$ cat src/rtl/mem_arbiter_pkg.sv
// Shared encodings for the IF/DM single-port memory arbiter.
//   state_e : arbiter FSM states (2-bit)
//   owner_e : which requester currently holds the memory port
package mem_arbiter_pkg;

    localparam int unsigned STATE_W = 2;
    localparam int unsigned OWNER_W = 2;
    localparam int unsigned CTR_W   = 4;

    typedef enum logic [STATE_W-1:0] {
        ST_IDLE  = 2'd0,
        ST_ISSUE = 2'd1,
        ST_WAIT  = 2'd2,
        ST_DONE  = 2'd3
    } state_e;

    typedef enum logic [OWNER_W-1:0] {
        OWN_NONE = 2'd0,
        OWN_IF   = 2'd1,
        OWN_DM   = 2'd2
    } owner_e;

endpackage

$ cat src/rtl/mem_arbiter_timeout_ctr.sv
// WAIT-state cycle counter with expiry detect.
//   clk, rst   : clock, async active-high reset
//   clr        : synchronous clear (has priority over en)
//   en         : count one WAIT cycle
//   expired_c  : high in the WAIT cycle whose increment reaches TIMEOUT
module arb_timeout_ctr
    import mem_arbiter_pkg::*;
#(
    parameter int unsigned TIMEOUT = 15
) (
    input  logic clk,
    input  logic rst,
    input  logic clr,
    input  logic en,
    output logic expired_c
);

    localparam logic [CTR_W-1:0] LAST = CTR_W'(TIMEOUT - 1);

    logic [CTR_W-1:0] count;

    // Cycle counter, cleared whenever the FSM is outside WAIT
    always_ff @(posedge clk or posedge rst) begin
        if (rst) begin
            count <= '0;
        end else if (clr) begin
            count <= '0;
        end else if (en) begin
            count <= count + CTR_W'(1);
        end
    end

    // Current cycle is the TIMEOUT-th WAIT cycle
    assign expired_c = en && (count == LAST);

endmodule

$ cat src/rtl/mem_arbiter.sv
// Single-port memory arbiter between instruction fetch (IF) and data memory (DM).
//   if_req/if_addr -> if_rdata/if_done/if_stall : fetch requester
//   dm_rd/dm_wr/dm_addr/dm_wdata -> dm_rdata/dm_done/dm_stall : data requester
//   mem_en/mem_wr/mem_addr/mem_wdata, mem_rdata/mem_ready : shared memory
//   err : one-cycle pulse on illegal DM request or memory timeout
module mem_arbiter
    import mem_arbiter_pkg::*;
#(
    parameter int unsigned ADDR_W  = 16,
    parameter int unsigned DATA_W  = 16,
    parameter int unsigned TIMEOUT = 15
) (
    input  logic              clk,
    input  logic              rst,
    input  logic              if_req,
    input  logic [ADDR_W-1:0] if_addr,
    output logic [DATA_W-1:0] if_rdata,
    output logic              if_done,
    output logic              if_stall,
    input  logic              dm_rd,
    input  logic              dm_wr,
    input  logic [ADDR_W-1:0] dm_addr,
    input  logic [DATA_W-1:0] dm_wdata,
    output logic [DATA_W-1:0] dm_rdata,
    output logic              dm_done,
    output logic              dm_stall,
    output logic              mem_en,
    output logic              mem_wr,
    output logic [ADDR_W-1:0] mem_addr,
    output logic [DATA_W-1:0] mem_wdata,
    input  logic [DATA_W-1:0] mem_rdata,
    input  logic              mem_ready,
    output logic              err
);

    state_e state;
    owner_e owner;
    logic   wr_q;
    logic   expired_c;

    arb_timeout_ctr #(.TIMEOUT(TIMEOUT)) u_ctr (
        .clk       (clk),
        .rst       (rst),
        .clr       (state != ST_WAIT),
        .en        (state == ST_WAIT),
        .expired_c (expired_c)
    );

    // Stalls drop in the same cycle the done pulse is seen
    assign if_stall = if_req & ~if_done;
    assign dm_stall = (dm_rd | dm_wr) & ~dm_done;

    // Arbiter FSM with registered outputs; pulses default low every cycle
    always_ff @(posedge clk or posedge rst) begin
        if (rst) begin
            state     <= ST_IDLE;
            owner     <= OWN_NONE;
            wr_q      <= 1'b0;
            mem_en    <= 1'b0;
            mem_wr    <= 1'b0;
            mem_addr  <= '0;
            mem_wdata <= '0;
            if_rdata  <= '0;
            dm_rdata  <= '0;
            if_done   <= 1'b0;
            dm_done   <= 1'b0;
            err       <= 1'b0;
        end else begin
            mem_en  <= 1'b0;
            if_done <= 1'b0;
            dm_done <= 1'b0;
            err     <= 1'b0;
            case (state)
                ST_IDLE: begin
                    // DM first: its access belongs to the older instruction
                    if (dm_rd && dm_wr) begin
                        owner   <= OWN_DM;
                        wr_q    <= 1'b0;
                        err     <= 1'b1;
                        dm_done <= 1'b1;
                        state   <= ST_DONE;
                    end else if (dm_rd || dm_wr) begin
                        owner     <= OWN_DM;
                        wr_q      <= dm_wr;
                        mem_addr  <= dm_addr;
                        mem_wdata <= dm_wdata;
                        mem_en    <= 1'b1;
                        mem_wr    <= dm_wr;
                        state     <= ST_ISSUE;
                    end else if (if_req) begin
                        owner     <= OWN_IF;
                        wr_q      <= 1'b0;
                        mem_addr  <= if_addr;
                        mem_wdata <= '0;
                        mem_en    <= 1'b1;
                        mem_wr    <= 1'b0;
                        state     <= ST_ISSUE;
                    end
                end
                ST_ISSUE: begin
                    mem_wr <= 1'b0;
                    state  <= ST_WAIT;
                end
                ST_WAIT: begin
                    // mem_ready wins over a coincident timeout
                    if (mem_ready || expired_c) begin
                        err <= ~mem_ready;
                        if (owner == OWN_IF) begin
                            if_done  <= 1'b1;
                            if_rdata <= mem_ready ? mem_rdata : '0;
                        end else begin
                            dm_done <= 1'b1;
                            if (!mem_ready) begin
                                dm_rdata <= '0;
                            end else if (!wr_q) begin
                                dm_rdata <= mem_rdata;
                            end
                        end
                        state <= ST_DONE;
                    end
                end
                ST_DONE: begin
                    owner <= OWN_NONE;
                    state <= ST_IDLE;
                end
                default: state <= ST_IDLE;
            endcase
        end
    end

endmodule

$ cat config.mk
export PLATFORM = sky130hd
export DESIGN_NAME = mem_arbiter
export DESIGN_NICKNAME = d
export VERILOG_FILES = /design/src/rtl/mem_arbiter_pkg.sv /design/src/rtl/mem_arbiter_timeout_ctr.sv /design/src/rtl/mem_arbiter.sv
export SDC_FILE = /design/constraint.sdc
export NUM_CORES = 1
export LEC_CHECK = 0
export BUFFER_PORTS_ARGS = -buffer_cell sky130_fd_sc_hd__buf_2
export CAP_MARGIN = 40
export CORE_MARGIN = 5
export CORE_UTILIZATION = 40
export CTS_BUF_LIST = sky130_fd_sc_hd__clkbuf_16
export DETAILED_ROUTE_END_ITERATION = 7
export GPL_TIMING_DRIVEN = 0
export PLACE_DENSITY = 0.69
export SETUP_SLACK_MARGIN = 0.05
export SLEW_MARGIN = 20
export SYNTH_ARGS = -nofsm -noshare
export SYNTH_HDL_FRONTEND = slang
export SYNTH_HIERARCHICAL = 1
export SYNTH_SLANG_ARGS = --single-unit
$ cat constraint.sdc
create_clock -name clk -period 7.5 [get_ports clk]
set_input_delay 1.5 -clock clk [delete_from_list [all_inputs] [get_ports clk]]
set_output_delay 1.5 -clock clk [all_outputs]
set_load 0.02 [all_outputs]
==> flow_summary.yaml <==
detailed_routing:
  vias: 2625
  viasPerCell: 4.72
  drtPass1Iterations: 4
  antenna_left: 0
  drtIter0Drc: 78
  wl_per_cell_um: 15.5
  routed_wl_mm: 8.64
  drc: 0
power_and_ir_drop:
  p_leak_nw: 2.68
  p_per_area_nw_per_um2: 422
  peakVddDrop_mv: 0.127
worst_setup_path:
  worst-path-buf-inv: 3
  end_kind: "output port"
  r2r-start: "state[0]"
  r2r_end: "if_rdata[6]"
  arrival_ns: 2.48
  worst_r2r_path_depth: 7
  startpoint: "dm_wr"
  reg2reg_slack_ns: 5.06
  path_common_cell: "buf_2"
  cpLargestDelayFamily: "buffers and inverters"
  crit_type: "input pin to output port"
  cp.required_ns: 6.00
  crit_fanout: 10
  cp-start-kind: "input pin"
  crit_chain: "buf_2, nor2_4, buf_2, nor2_1, buf_2"
  slowest_delay_ns: 0.31
  cpMaxStageDelayCell: "nor2_4"
synth:
  netlist_area_um2: 3840
  ys_warn_count: 6
  yosysUniqueCellTypes: 38
  yosysTopAreaCell: "dfrtp_1"
  synth_top_area_share: 0.508
  synth_edf_count: 0
  synth_most_common_cell: "dfrtp_1"
  synth-main-ff-cell: "dfrtp_1"
  synth_commonest_cells: "dfrtp_1, mux2_2, mux2_4"
  synthArstFlopShare: 1.00
  syn_nets: 349
  synth_seq_cells: 78
  synth.yosys.seq_area_share: 0.508
  syn_avg_cell_area_um2: 14.2
  netlist_instances: 271
  ys_top_cells_by_area: "dfrtp_1, mux2_4, mux2_2"
grt:
  grt_start_max_net_pins: 47
  overflow: 0
  grt_antenna_before_repair: 0
  grt_use_total: 0.145
  grt_first_pass_wirelength_mm: 13.1
  grt_pass1_vias: 2585
placed_design:
  numPlacedInstances: 540
  io_buffers: 139
  place_hpwl_mm: 6.48
  pre_cts_ws_ns: 3.48
  gp_congestion: 0.722
  placed_cell_area_um2: 4730
min_path:
  min_from: "owner[1]"
  hp-class: "register to register"
  min_to: "owner[1]"
  worstHoldPathCells: 1
sta:
  worst_slack_ns: 3.52
  layout_worst_path_cycle_share: 0.531
  grt_setup_unrepaired: "no"
  max_clock_freq_ghz: 0.251
  period_minus_slack_ns: 3.98
  worstMarginPinSlew_ns: 0.468
  slew_headroom: 0.687
  finalSetupTns_ns: 0
  slew_violations: 0
  hold_violations: 0
  fin_skew_ns: 0.00544
  finalSetupViolCount: 0
clock_tree:
  cts_buffers: 9
  htree_levels: 3
  ctsHoldBuffers: 0
  clkLatencyLatePin_ns: 0.33
  clk_pin_slew_ns: 0.06
  cts_setup_buffers: 0
  clk_path_buf_depth: 2
  cts_root_buffer: "clkbuf_16"
  ctsResizeCount: 0
  clock-sinks: 78
  cts_tree: "built"
floorplan:
  io_pins: 141
  die_w_um: 108
  initial_core_util: 0.414
  core_um2: 9280
  num_rows: 35
  die_height_um: 108
  dieArea_um2: 11700
final_layout:
  drive_gt1_frac: 0.595
  final_cell_count_no_fill: 556
  syn2layout_area_growth_pct: 31.3
  antenna_cells: 0
  design_area_um2: 5050
  nets: 500
  postLayoutCoreUtil: 0.544
flow_run:
  max_cap_violations: 0
run_status:
  outcome: "finished clean"
final cells by class:
type                    instances  area, um^2
flip-flops and latches         78        1950
clock inverters                 7        91.3
plain buffers                  13         151
repair buffers                140         723
multi-input cells             172        1710
well taps                     129         161
inverters                       8        32.5
fillers                       815        4240
clock buffers                   9         225
report_power, final:
group          switching [mW]  internal (mW)  total [mW]
Sequential              0.102          0.612       0.714
Clock                   0.167          0.289       0.456
Combinational           0.500          0.460       0.961
Total                   0.769           1.36        2.13
kinds of logic after synthesis:
logic type,Yosys count,synth area share
multiplexers,82,0.279
flip-flops,78,0.508
adder cells (fa/ha/maj),8,0.0261
XOR/XNOR,1,0.00228
buffers and inverters,21,0.0472
AND/OR/NAND/NOR,63,0.106
AO/OA/AOI/OAI,18,0.0316
through the flow:
step	total power [mW]	hold slack, ns
finish	2.13	0.470
global route	2.24	0.496
CTS	2.16	0.471
detailed placement	1.69	0.457
global placement	1.67	0.455
floorplan	1.39	0.441
state kept, by name, summed over array words and instances (netlist names):
register and cells:
mem_addr 16, dm_rdata 16, if_rdata 16, if_done 1, owner 2, mem_wr 1, dm_done 1, mem_wdata 16
err 1, wr_q 1, state 2, u_ctr/count 4, mem_en 1
per-layer routing:
metal  routed length [um]  share of wire  global-route usage  vias to the layer above
li1                     -              -                   -                     1234
met1                 3530           0.41               0.179                     1307
met2                 4510           0.52               0.246                       70
met3                  426          0.049              0.0328                       14
met4                  168          0.019              0.0541                        0
met5                    0              0                   0                        -
how the worst max path moves through the flow:
stage	slack, ns	end	cells past startpoint
after floorplan	3.85	dm_stall	4
after global placement	3.15	mem_wdata[14]	2
after detailed placement	3.48	dm_stall	5
after CTS	3.48	dm_stall	5
after global routing	3.43	dm_stall	5
final	3.52	dm_stall	5
placed cells by master (no fill, tap or decap), drive strengths merged:
cell        n
clkbuf     11
nand2       6
or3         1
nand4       1
bufinv      2
nand3       3
nand3b      1
nand2b      3
and4        1
dfrtp      78
ha          8
a21o        3
clkinv      1
or2b        1
o32ai       1
a21bo       1
xnor2       1
and2b       8
o21ai       5
a2bb2oi     1
nor2b      13
nor3        2
clkinvlp    2
mux2       82
a21oi       4
buf       151
nor2        7
inv        10
a22o        1
a22oi       1
o211a       1
and2       16
Power figures use the tool's default switching activity.
